<file path="config.mk">
export PLATFORM = sky130hd
export DESIGN_NAME = act_buf_line_reader
export DESIGN_NICKNAME = d
export VERILOG_FILES = /design/src/rtl/act_buf_line_reader.sv
export SDC_FILE = /design/constraint.sdc
export NUM_CORES = 1
export LEC_CHECK = 0
export CORE_AREA = 10 10 292 294
export DETAILED_ROUTE_END_ITERATION = 7
export DIE_AREA = 0 0 302 304
export SYNTH_ARGS = -nofsm -noshare
export SYNTH_HDL_FRONTEND = slang
export SYNTH_SLANG_ARGS = --single-unit
</file>
<file path="constraint.sdc">
create_clock -name clk -period 19.75 [get_ports clk]
set_clock_uncertainty 0.1 [all_clocks]
set_input_delay 1.975 -clock clk [delete_from_list [all_inputs] [get_ports clk]]
set_output_delay 1.975 -clock clk [all_outputs]
set_load 0.05 [all_outputs]
</file>
<file path="src/rtl/act_buf_line_reader.sv">
// act_buf_line_reader: strided line-read initiator with a credit-limited output FIFO
module act_buf_line_reader #(
  parameter int addrWidth = 18,
  parameter int lineWidth = 256,
  parameter int lenWidth  = 16,
  parameter int fifoDepth = 2
) (
  input  logic                 clk,
  input  logic                 rst,
  input  logic                 start_i,
  input  logic [addrWidth-1:0] base_addr_i,
  input  logic [addrWidth-1:0] stride_i,
  input  logic [lenWidth-1:0]  num_lines_i,
  output logic                 busy_o,
  output logic                 done_o,
  output logic                 rd_en_o,
  output logic [addrWidth-1:0] rd_addr_o,
  input  logic [lineWidth-1:0] rd_data_i,
  output logic                 m_valid_o,
  output logic [lineWidth-1:0] m_data_o,
  output logic                 m_last_o,
  input  logic                 m_ready_i
);
  localparam int pw = $clog2(fifoDepth);
  localparam int cw = $clog2(fifoDepth + 1);
  typedef enum logic [1:0] {IDLE, RUN, DRAIN} state_t;
  state_t state, state_d;
  logic [addrWidth-1:0] addr_q, stride_q;
  logic [lenWidth-1:0] issue_cnt, pop_cnt;
  logic inflight_q, done_q, done_d, pop;
  logic [lineWidth-1:0] mem [fifoDepth];
  logic [pw-1:0] wr_ptr, rd_ptr;
  logic [cw-1:0] count;
  logic [cw:0] occ;
  function automatic logic [pw-1:0] nxt(input logic [pw-1:0] p);
    return p == pw'(fifoDepth - 1) ? '0 : p + 1'b1;
  endfunction
  assign pop = m_valid_o && m_ready_i;
  assign m_valid_o = count != '0;
  assign m_data_o = m_valid_o ? mem[rd_ptr] : '0;
  assign m_last_o = m_valid_o && pop_cnt == lenWidth'(1);
  assign busy_o = state != IDLE;
  assign done_o = done_q;
  // Occupancy includes the line still in flight so a capture never overflows.
  assign occ = (cw + 1)'(count) + (cw + 1)'(inflight_q);
  assign rd_en_o = state == RUN && issue_cnt != '0 && occ < (cw + 1)'(fifoDepth) + (cw + 1)'(pop);
  assign rd_addr_o = rd_en_o ? addr_q : '0;
  // Run sequencing: zero-length starts finish without leaving IDLE.
  always_comb begin
    state_d = state;
    done_d = 1'b0;
    unique case (state)
      IDLE: begin
        state_d = start_i && num_lines_i != '0 ? RUN : IDLE;
        done_d = start_i && num_lines_i == '0;
      end
      RUN: state_d = rd_en_o && issue_cnt == lenWidth'(1) ? DRAIN : RUN;
      DRAIN: begin
        done_d = pop && pop_cnt == lenWidth'(1);
        state_d = done_d ? IDLE : DRAIN;
      end
      default: state_d = IDLE;
    endcase
  end
  // Control state, address walk, counters and FIFO pointers.
  always_ff @(posedge clk or posedge rst) begin
    if (rst) begin
      state <= IDLE;
      done_q <= 1'b0;
      inflight_q <= 1'b0;
      addr_q <= '0;
      stride_q <= '0;
      issue_cnt <= '0;
      pop_cnt <= '0;
      wr_ptr <= '0;
      rd_ptr <= '0;
      count <= '0;
    end else begin
      state <= state_d;
      done_q <= done_d;
      inflight_q <= rd_en_o;
      if (state == IDLE && start_i) begin
        addr_q <= base_addr_i;
        stride_q <= stride_i;
        issue_cnt <= num_lines_i;
        pop_cnt <= num_lines_i;
      end else begin
        if (rd_en_o) begin
          addr_q <= addr_q + stride_q;
          issue_cnt <= issue_cnt - lenWidth'(1);
        end
        if (pop) pop_cnt <= pop_cnt - lenWidth'(1);
      end
      if (inflight_q) wr_ptr <= nxt(wr_ptr);
      if (pop) rd_ptr <= nxt(rd_ptr);
      count <= count + cw'(inflight_q) - cw'(pop);
    end
  end
  // Line storage; data returns the cycle after the read enable.
  always_ff @(posedge clk) begin
    if (inflight_q) mem[wr_ptr] <= rd_data_i;
  end
endmodule
</file>
== Yosys cells after proc, flatten, opt, wreduce, memory -nomap -nowiden ==
Memories as Yosys holds them, arrays and structs flattened.
Index checks and enable logic that the tools add are counted.
Widths: inputs -> output; s select.
Word-level totals
  register bits: 76
  bits in writable memories: 512
  bits of input ports: 312
  output and inout bits: 279
  logic and storage cells: 59
  memories: 1
Memory list
  mem: depth 2, width 256, rd ports 1, clocked after memory_dff 0, wr ports 1, RTL line 31  | logic [lineWidth-1:0] mem [fifoDepth];
Cells by class
  add/subtract/negate cells: 9
  magnitude comparators: 1
  equality and inequality tests: 4
  multiplexer cells: 17
  reductions and logical operators: 17
Operator list (number)
  $mux 256: 1
  $mux 16: 4
  $mux 18: 3
  $eq 16x1->1 const B: 2
  $reduce_bool 16->1: 2
  $sub 16x1->16 const B: 2
  $add 18x18->18: 1
  $logic_not 16->1: 1
  $logic_and 1x1->1: 9
  $reduce_bool 2->1: 4
  $pmux 2 s3: 1
  $mux 1: 5
  $mux 2: 2
  $add 2x1->3: 1
  $add 2x1->3 const A: 1
  $lt 3x3->1: 1
  $add 1x1->1 const B: 2
  $add 2x1->2: 1
  $eq 2x1->1 const B: 1
  $eq 2x2->1 const B: 1
  $logic_not 2->1: 1
  $pmux 1 s2: 1
  $sub 2x1->2: 1

== Logic depth before layout (Yosys ltp) ==
Gate-level depths: netlist (run 1).
  depth in word-level cells: 8
  depth in mapped cells: 10
  gate-level depth less buffers: 9

== Worst setup path before layout (run 1) ==
Ideal clock, no wire load.
  path kind: reg2reg
  start: register wr_ptr
  end: memory mem[0][0] (enable)
  library setup time: 0.908 ns
  data arrival time: 11.681 ns
  required time: 18.742 ns
  slack: 7.061 ns
  stages on the path, launching flop included: 2
  buffers on the path: 0
  period minus slack after synthesis: 12.689 ns
  cells stage by stage: dfrtp_1 > nor2b_1
RTL lines
  start: declaration: RTL line 32  | logic [pw-1:0] wr_ptr, rd_ptr;
  start signal: assignment: RTL line 94  | if (inflight_q) wr_ptr <= nxt(wr_ptr);
  end: declaration: RTL line 31
No word-level cell before the write port.

== Final worst setup path (run 1) ==
  start: input m_ready_i
  end: output rd_en_o
Between the ends
  longest elaborated chain between the ends: 4
Ends and longest elaborated chain
  start: declaration: RTL line 22  | input logic m_ready_i
  $logic_and 1x1->1: RTL line 38  | assign pop = m_valid_o && m_ready_i;
  $add 2x1->3: RTL line 46  | assign rd_en_o = state == RUN && issue_cnt != '0 && occ < (cw + 1)'(fifoDepth) + (cw + 1)'(pop);
  $lt 3x3->1: RTL line 46
  $logic_and 1x1->1: RTL line 46
  end: declaration: RTL line 16  | output logic rd_en_o,
Every way passes these cells.

==> impl_metrics.csv, run 1 <==
group,metric,value,unit
run_status,outcome,"complete, no violations",
drt,drt_iter0_markers,972,
min_path,hold_path_depth,2,
min_path,worstHoldEndpoint,"stride_q[3]",
global_routing,grt.met2_usage,0.2582,
setup_path,critical_path.cell_chain,"clkdlybuf4s50_1 -> o21ai_1 -> o21ai_1 -> and4bb_2 -> nand2_2 -> inv_2 -> clkdlybuf4s50_1",
timing,tns,0,ns
timing,period_needed,7.233,ns
setup_path,endpoint_kind,"primary output",
cts,clk_pin_slew,0.05,ns
timing,setup_violations,0,
drt,dr_total_vias,15350,
yosys,ys_seq_elements,588,
drt,post_route_ant_nets,0,
setup_path,worst_r2r_path_depth,8,
final_layout,flow.area_growth_from_synthesis,38.97,%
yosys,synthesis.area,0.02366,sq mm
setup_path,setup.worst_path.start_class,"input port",
cts,clk-insertion-delay-late,0.60,ns
timing,max_slew_margin,0.01334,
yosys,syn_area_per_cell,14.73,sq um
cts,cts_made_buffers,68,
cts,cts_htree_levels,3,
global_routing,met1_usage,0.1681,
yosys,synth_cell_types,58,
global_routing,largest_net_degree_at_the_start_of_global_routing,177,
floorplanning,area_of_the_die,0.09181,sq mm
min_path,hold_start,"stride_q[3]",
drt,drt-wirelength-per-cell,21.23,um
drt,firstDrtPassIters,5,
drt,drc_errors,0,
yosys,mappedNetlistNets,1945,
timing,max_clk_rate,0.1383,GHz
global_routing,gr-usage-all-layers,0.1477,
timing,maxSlewViolCount,0,
setup_path,critPathSlowestCell,"sky130_fd_sc_hd__clkdlybuf4s50_1",
yosys,synth_edf_count,512,
placement,io_buffers,590,
setup_path,worstSetupPathType,"in2out",
yosys,yosysWarnings,0,
cts,number_of_instances_resized_during_post_cts_repair,0,
setup_path,reg2reg_to,"issue_cnt[3]",
setup_path,cp_data_arrival_time,5.16,ns
final_layout,post_route_cells_drive_above_1_share,0.05373,
floorplanning,floorplan.initialDensity,0.2971,
floorplanning,chipWidth,302,um
cts,cts_tree,"done",
global_routing,first_pass_grt_wire_length,103.9,mm
yosys,synth_async_reset_ratio,0.1293,
global_routing,grt_use_met3,0.05006,
yosys,synth_sequential_area_ratio,0.7302,
final_layout,layout_commonest_cell,"sky130_fd_sc_hd__clkdlybuf4s50_1",
min_path,hp-class,"reg2reg",
global_routing,via_count_of_the_first_global_routing_pass,16080,
global_routing,globalRoute.busiestLayer,"met2",
cts,clk_path_buf_depth,3,
drt,detail_route.vias_per_cell,4.628,
cts,number_of_clock_sinks_seen_by_cts,588,
setup_path,critical-path-max-stage-delay,0.91,ns
floorplanning,core_area,0.07964,sq mm
setup_path,r2r-start,"issue_cnt[2]",
setup_path,regToRegSetupSlack,15.72,ns
timing,worst-slew-pin-transition,1.480,ns
floorplanning,ioPinCount,591,
cts,cts_setup_buffers,0,
floorplanning,std_cell_rows,104,
global_routing,grt-ovfl-total,0,
placement,routabilityCongestion,0.8170,
drt,routed_wl,70.40,mm
final_layout,final_nets,2540,
global_routing,antenna_found_initial,8,
floorplanning,die_h,304,um
setup_path,worstPathRequired,17.67,ns
timing,rsz0062_at_grt,"no",
final_layout,mostFrequentLayoutCells,"590 x sky130_fd_sc_hd__clkdlybuf4s50_1, 512 x sky130_fd_sc_hd__edfxtp_1, 303 x sky130_fd_sc_hd__nor2_1, 258 x sky130_fd_sc_hd__mux2i_1, 97 x sky130_fd_sc_hd__nand2_1",
yosys,postSynth.topFlopCell,"sky130_fd_sc_hd__edfxtp_1",
timing,min_period_over_period,0.3662,
cts,cts.root.buffer_cell,"sky130_fd_sc_hd__clkbuf_16",
timing,report.final.hold_viol_count,0,
setup_path,critical_path.max_fanout,31,
yosys,synthCells,1606,
cts,holdBufCountCts,0,
placement,dp_hpwl,49.49,mm
run,cap_viol_max_count,0,
## per-layer routing
metal | routed length, um | up-vias
li1 | - | 7116
met1 | 27170 | 7646
met2 | 35950 | 486
met3 | 5870 | 91
met4 | 1361 | 8
met5 | 46 | -
## cells by family after synthesis
kind of cell             share of synthesized area
AND/OR/NAND/NOR                            0.08377
flip-flops                                  0.7302
XOR/XNOR                                   0.01185
AO/OA/AOI/OAI                              0.03459
buffers and inverters                      0.01534
adder cells (fa/ha/maj)                    0.01460
multiplexers                                0.1096
## area by class of cell
cell class | instances | area [sq um]
inverters | 14 | 52.55
clock buffers | 89 | 1810
diodes | 4 | 10.01
well taps | 1060 | 1326
clock inverters | 32 | 317.8
repair buffers | 605 | 6043
multi-input cells | 924 | 6038
fillers | 7453 | 46760
flip-flops and latches | 588 | 17280
## per-stage QoR
step,cell area (sq um),utilization,instances,setup slack (ns),hold WS [ns]
floorplan,23660,-,1606,7.061,0.3497
global placement,30740,0.3860,3191,12.60,0.3693
detailed placement,30740,0.3860,3191,12.50,0.3759
CTS,32870,0.4127,3312,12.47,0.3898
global route,32880,0.4128,3315,12.27,0.4247
finish,32880,0.4129,3316,12.52,0.3840
## worst max-delay path, delay by kind of cell
kind | cells | cell delay (ns)
compound gates | 2 | 0.40
simple gates | 2 | 0.94
buf+inv | 3 | 1.81
## registers in the layout (all words and copies together), names as in the netlist
| name | count |
|---|---|
| rd_ptr | 1 |
| done_o | 1 |
| state | 2 |
| addr_q | 18 |
| wr_ptr | 1 |
| pop_cnt | 16 |
| inflight_q | 1 |
| issue_cnt | 16 |
| count | 2 |
| stride_q | 18 |
| mem | 512 |
## cell usage after synthesis (all sizes together) (4+ instances only)
cell type / number / share of area
nand2: 98 / 0.016
nor2: 304 / 0.048
nand3: 9 / 0.0021
buf: 30 / 0.0052
xnor2: 16 / 0.0059
edfxtp: 512 / 0.65
a22oi: 8 / 0.0025
a31oi: 6 / 0.0016
and3: 22 / 0.0058
o211ai: 7 / 0.0022
a21oi: 35 / 0.0074
clkbuf: 50 / 0.0079
or4: 5 / 0.0016
a211oi: 6 / 0.0019
a21o: 4 / 0.0013
xor2: 16 / 0.0059
o21ai: 40 / 0.0085
inv: 14 / 0.0022
o21a: 5 / 0.0016
nor4: 7 / 0.0019
dfrtp: 76 / 0.080
nor3: 11 / 0.0030
ha: 26 / 0.014
mux2i: 258 / 0.11
## worst max-delay path by stage
stage	startpoint	end	cells after the start	slack, ns
4_1_cts	m_ready_i	rd_en_o	7	12.47
3_5_place_dp	m_ready_i	rd_en_o	7	12.50
2_1_floorplan	wr_ptr	mem[0][0]	1	7.06
6_report	m_ready_i	rd_en_o	7	12.52
5_1_grt	m_ready_i	rd_en_o	7	12.27
3_3_place_gp	m_ready_i	rd_en_o	7	12.60
Power of run 1 is left out: the tool's default activity adds up to more than one toggle a clock period on the data nets, which glitch-free logic cannot reach.
==> inputs of run 2 (changes only) <==
==> constraint.sdc (replaced) <==
create_clock -name clk -period 7.4 [get_ports clk]
set_clock_uncertainty 0.1 [all_clocks]
set_input_delay 0.74 -clock clk [delete_from_list [all_inputs] [get_ports clk]]
set_output_delay 0.74 -clock clk [all_outputs]
set_load 0.05 [all_outputs]
==> run 2 against run 1 <==
  * First-iteration DRC count decreased by 16%
  * Setup slack got worse by 10 ns
  * Wire length decreased by 1.9%
  * Global-route usage decreased by 0.29 points
  * Die area unchanged
  * Utilization increased by 0.35 points
  * Final cell count increased by 0.12%
==> impl_metrics.csv, run 2 (synthesized netlist as in run 1, its figures left out) <==
group,metric,value,unit
run_status,outcome,"complete, no violations",
cts,cts_made_buffers,70,
drt,dr_total_vias,15260,
drt,routed_wl,69.07,mm
floorplanning,chipWidth,302,um
timing,worst-slew-pin-transition,1.289,ns
cts,cts_tree,"done",
setup_path,critPathSlowestCell,"sky130_fd_sc_hd__clkdlybuf4s50_1",
final_layout,flow.area_growth_from_synthesis,40.14,%
final_layout,regMostFlops,"mem",
setup_path,critical_path_depth,7,
floorplanning,die_h,304,um
floorplanning,floorplan.initialDensity,0.2971,
placement,postPlaceCellArea,0.03076,sq mm
placement,dp_hpwl,47.80,mm
timing,finalWorstSetupSlack,2.477,ns
global_routing,gr-usage-all-layers,0.1448,
final_layout,post_route_cells_drive_above_1_share,0.06075,
final_layout,final_cell_area,0.03316,sq mm
timing,maxSlewViolCount,0,
final_layout,final_nets,2540,
floorplanning,area_of_the_die,0.09181,sq mm
setup_path,regToRegSetupSlack,3.53,ns
cts,clk_path_buf_depth,3,
cts,cts_htree_levels,3,
min_path,hp-class,"reg2reg",
global_routing,first_pass_grt_wire_length,101.9,mm
cts,cts_setup_buffers,0,
placement,dpl_worst_slack,2.471,ns
final_layout,largest_registers,"mem (512), addr_q (18), stride_q (18)",
setup_path,worst_r2r_path_depth,8,
placement,io_buffers,590,
setup_path,critical_path.max_fanout,31,
cts,clk_pin_slew,0.05,ns
timing,min_period_over_period,0.6653,
setup_path,setup.worst_path.start_class,"input port",
final_layout,largest_reg_flops,512,
setup_path,critical-path-max-stage-delay,0.91,ns
run,cap_viol_max_count,0,
setup_path,critical_path.cell_chain,"clkdlybuf4s50_1 -> o21ai_1 -> o21ai_1 -> and4bb_2 -> nand2_2 -> inv_2 -> clkdlybuf4s50_1",
timing,report.final.hold_viol_count,0,
final_layout,layout_commonest_cell,"sky130_fd_sc_hd__clkdlybuf4s50_1",
global_routing,grt-ovfl-total,0,
drt,detail_route.vias_per_cell,4.597,
timing,max_slew_margin,0.1409,
setup_path,r2r-start,"issue_cnt[3]",
floorplanning,std_cell_rows,104,
global_routing,largest_net_degree_at_the_start_of_global_routing,178,
setup_path,reg2reg_to,"issue_cnt[3]",
global_routing,via_count_of_the_first_global_routing_pass,15980,
cts,holdBufCountCts,0,
placement,routabilityCongestion,0.8278,
timing,rsz0062_at_grt,"no",
final_layout,mostFrequentLayoutCells,"590 x sky130_fd_sc_hd__clkdlybuf4s50_1, 512 x sky130_fd_sc_hd__edfxtp_1, 303 x sky130_fd_sc_hd__nor2_1, 258 x sky130_fd_sc_hd__mux2i_1, 97 x sky130_fd_sc_hd__nand2_1",
cts,number_of_clock_sinks_seen_by_cts,588,
cts,cts.root.buffer_cell,"sky130_fd_sc_hd__clkbuf_16",
setup_path,cp-startpoint,"m_ready_i",
setup_path,worstPathRequired,6.56,ns
global_routing,antenna_found_initial,14,
floorplanning,core_area,0.07964,sq mm
timing,setup_violations,0,
setup_path,endpoint_kind,"primary output",
setup_path,cp_data_arrival_time,4.08,ns
timing,tns,0,ns
drt,drt_iter0_markers,813,
cts,number_of_instances_resized_during_post_cts_repair,0,
setup_path,worstSetupPathType,"in2out",
setup_path,crit_path_end,"rd_en_o",
drt,drc_errors,0,
drt,post_route_ant_nets,0,
setup_path,timing.critical_path.max_delay_family,"buffers and inverters",
cts,clk-insertion-delay-late,0.60,ns
drt,drt-wirelength-per-cell,20.80,um
timing,max_clk_rate,0.2031,GHz
timing,period_needed,4.923,ns
floorplanning,ioPinCount,591,
setup_path,worst-path-buf-inv,3,
drt,firstDrtPassIters,5,
-- run 2: how the worst min path moves through the flow --
stage | start | to | slack [ns] | cells after the start
2_1_floorplan | stride_q[0] | stride_q[0] | 0.35 | 2
3_3_place_gp | stride_q[0] | stride_q[0] | 0.37 | 2
3_5_place_dp | stride_q[2] | stride_q[2] | 0.38 | 2
4_1_cts | stride_q[15] | stride_q[15] | 0.39 | 2
5_1_grt | stride_q[2] | stride_q[2] | 0.41 | 2
6_report | stride_q[15] | stride_q[15] | 0.39 | 2
-- run 2: final cells by class --
cell class              instances  area, sq um
diodes                          5        12.51
clock buffers                  83         1874
clock inverters                43        505.5
fillers                      7346        46480
inverters                      14        52.55
multi-input cells             924         6038
flip-flops and latches        588        17280
well taps                    1060         1326
repair buffers                603         6066
-- run 2: tightest hold or removal path, cell delays in order (launching register included) --
cell                      delay (ns)
sky130_fd_sc_hd__dfrtp_1        0.35
sky130_fd_sc_hd__nand2_1        0.05
sky130_fd_sc_hd__nand2_1        0.05
-- run 2: layer usage --
metal,routed length [um],vias up,part of all wire,global-route usage
met3,6123,94,0.089,0.05340
met1,26060,7562,0.38,0.1639
met5,112,-,0.0016,0
met4,1245,16,0.018,0.03916
met2,35530,485,0.51,0.2526
li1,-,7106,-,-
-- run 2: through the flow --
step           instances    util  hold WS [ns]
5_1_grt             3319  0.4163        0.4120
4_1_cts             3315  0.4162        0.3911
2_1_floorplan       1606       -        0.3497
3_3_place_gp        3189  0.3863        0.3693
6_report            3320  0.4163        0.3864
3_5_place_dp        3189  0.3863        0.3762
Power of run 2 is left out for the same reason.
==> inputs of run 3 (changes only) <==
==> constraint.sdc (replaced) <==
create_clock -name clk -period 4.9 [get_ports clk]
set_clock_uncertainty 0.1 [all_clocks]
set_input_delay 0.49 -clock clk [delete_from_list [all_inputs] [get_ports clk]]
set_output_delay 0.49 -clock clk [all_outputs]
set_load 0.05 [all_outputs]
==> run 3 against run 2 <==
  * Utilization about the same
  * Hold slack worse by 0.048 ns
  * Setup slack got worse by 1.5 ns
  * Register-to-register slack lost 1.8 ns
  * Cell area is essentially flat
  * First-iteration DRC count grew 15%
  * Global-route usage up 0.056 points
  * Via count is 0.49% higher
==> impl_metrics.csv, run 3 (synthesized netlist as in run 1, its figures left out) <==
group,metric,value,unit
global_routing,gr-usage-all-layers,0.1454,
global_routing,grt_use_met3,0.05518,
cts,cts.root.buffer_cell,"sky130_fd_sc_hd__clkbuf_16",
global_routing,first_pass_grt_wire_length,102.4,mm
drt,firstDrtPassIters,6,
cts,cts_tree,"done",
timing,rsz0062_at_grt,"no",
timing,max_clk_rate,0.2576,GHz
cts,clk_path_buf_depth,3,
drt,drt_iter0_markers,932,
run,cap_viol_max_count,0,
final_layout,final.fill_count,7302,
floorplanning,floorplan.initialDensity,0.2971,
setup_path,endpoint_kind,"primary output",
timing,worst-slew-pin-transition,1.067,ns
floorplanning,ioPinCount,591,
cts,cts_setup_buffers,0,
final_layout,post_route_cells_drive_above_1_share,0.06407,
drt,routed_wl,69.26,mm
floorplanning,die_h,304,um
setup_path,worstSetupPathType,"reg2out",
timing,tns,0,ns
global_routing,grt.met2_usage,0.2473,
final_layout,final_nets,2552,
final_layout,regArea,0.01728,sq mm
drt,drt-wirelength-per-cell,20.82,um
final_layout,layout_commonest_cell,"sky130_fd_sc_hd__clkdlybuf4s50_1",
placement,routabilityCongestion,0.8103,
setup_path,critical_path.max_fanout,4,
setup_path,setup.worst_path.start_class,"flop",
global_routing,largest_net_degree_at_the_start_of_global_routing,123,
drt,dr_total_vias,15340,
run_status,outcome,"complete, no violations",
timing,fin_hold_ws,0.3385,ns
setup_path,critPathSlowestCell,"sky130_fd_sc_hd__clkdlybuf4s50_1",
final_layout,regMostFlops,"mem",
drt,detail_route.vias_per_cell,4.610,
min_path,hold_path_depth,3,
final_layout,final_cell_area,0.03315,sq mm
min_path,hp-class,"in2reg",
final_layout,largest_registers,"mem (512), addr_q (18), stride_q (18)",
global_routing,via_count_of_the_first_global_routing_pass,16300,
min_path,hold_start,"stride_i[16]",
setup_path,r2r-start,"issue_cnt[2]",
setup_path,cp-startpoint,"pop_cnt[8]",
setup_path,worst_r2r_path_depth,10,
floorplanning,core_area,0.07964,sq mm
timing,min_period_over_period,0.7923,
final_layout,flow.area_growth_from_synthesis,40.12,%
timing,max_slew_margin,0.2873,
global_routing,grt-ovfl-total,0,
cts,cts_made_buffers,68,
placement,io_buffers,590,
floorplanning,chipWidth,302,um
floorplanning,area_of_the_die,0.09181,sq mm
global_routing,globalRoute.busiestLayer,"met2",
cts,cts_htree_levels,3,
setup_path,critical-path-max-stage-delay,0.93,ns
placement,dp_hpwl,48.66,mm
drt,post_route_ant_nets,0,
timing,setup_violations,0,
final_layout,multiInputGateArea,0.006038,sq mm
cts,number_of_clock_sinks_seen_by_cts,588,
placement,postPlaceCellArea,0.03092,sq mm
setup_path,critical_path.cell_chain,"or3_1 -> nor4_1 -> nor2b_1 -> nor4b_2 -> clkdlybuf4s50_1",
cts,clk_pin_slew,0.06,ns
timing,maxSlewViolCount,0,
floorplanning,std_cell_rows,104,
final_layout,largest_reg_flops,512,
setup_path,worstPathRequired,4.31,ns
drt,drc_errors,0,
setup_path,regToRegSetupSlack,1.75,ns
cts,clk-insertion-delay-late,0.60,ns
setup_path,reg2reg_to,"issue_cnt[15]",
timing,report.final.hold_viol_count,0,
cts,number_of_instances_resized_during_post_cts_repair,0,
cts,holdBufCountCts,0,
setup_path,cp_data_arrival_time,3.29,ns
global_routing,antenna_found_initial,13,
min_path,worstHoldEndpoint,"stride_q[16]",
final_layout,mostFrequentLayoutCells,"590 x sky130_fd_sc_hd__clkdlybuf4s50_1, 512 x sky130_fd_sc_hd__edfxtp_1, 303 x sky130_fd_sc_hd__nor2_1, 258 x sky130_fd_sc_hd__mux2i_1, 97 x sky130_fd_sc_hd__nand2_1",
global_routing,met1_usage,0.1654,
timing,period_needed,3.882,ns
[run 3: cell count changes in the layout (fill, tap and decap cells not counted), sizes merged]
cell and delta:
clkbuf -4, clkinv -9, inv +3, diode -1, buf +14, clkinvlp +4
[run 3: cell type report]
| cell class | instances | area share |
|---|---|---|
| Sequential cell | 588 | 0.5213 |
| Timing Repair Buffer | 617 | 0.1877 |
| Multi-Input combinational cell | 924 | 0.1821 |
| Clock buffer | 79 | 0.05288 |
| Tap cell | 1060 | 0.04001 |
| Clock inverter | 41 | 0.01415 |
| Inverter | 14 | 0.001585 |
| Antenna cell | 4 | 0.0003019 |
[run 3: how the worst max path moves through the flow]
stage	to	slack [ns]
floorplan	mem[0][0]	0.07
global placement	rd_addr_o[3]	1.43
detailed placement	rd_addr_o[1]	1.33
CTS	m_data_o[80]	0.90
global route	m_last_o	0.81
finish	m_last_o	1.02
[run 3: metrics by stage]
step                instances  setup slack (ns)  utilization
finish                   3327             1.018       0.4163
global route             3327            0.8100       0.4163
CTS                      3323            0.9016       0.4161
detailed placement       3203             1.333       0.3882
global placement         3203             1.430       0.3882
floorplan                1606           0.07197            -
[run 3: routing by layer]
metal / share of wire / wire length (um)
met1: 0.38 / 26520
met2: 0.49 / 34170
met3: 0.096 / 6675
met4: 0.026 / 1788
met5: 0.0015 / 103
[run 3: worst max-delay path, delay by kind of cell, from the launching register on]
kind / cells / cell delay (ns)
buf+inv: 1 / 0.93
simple gates: 4 / 1.35
flops: 1 / 0.41
Power of run 3 is left out for the same reason.
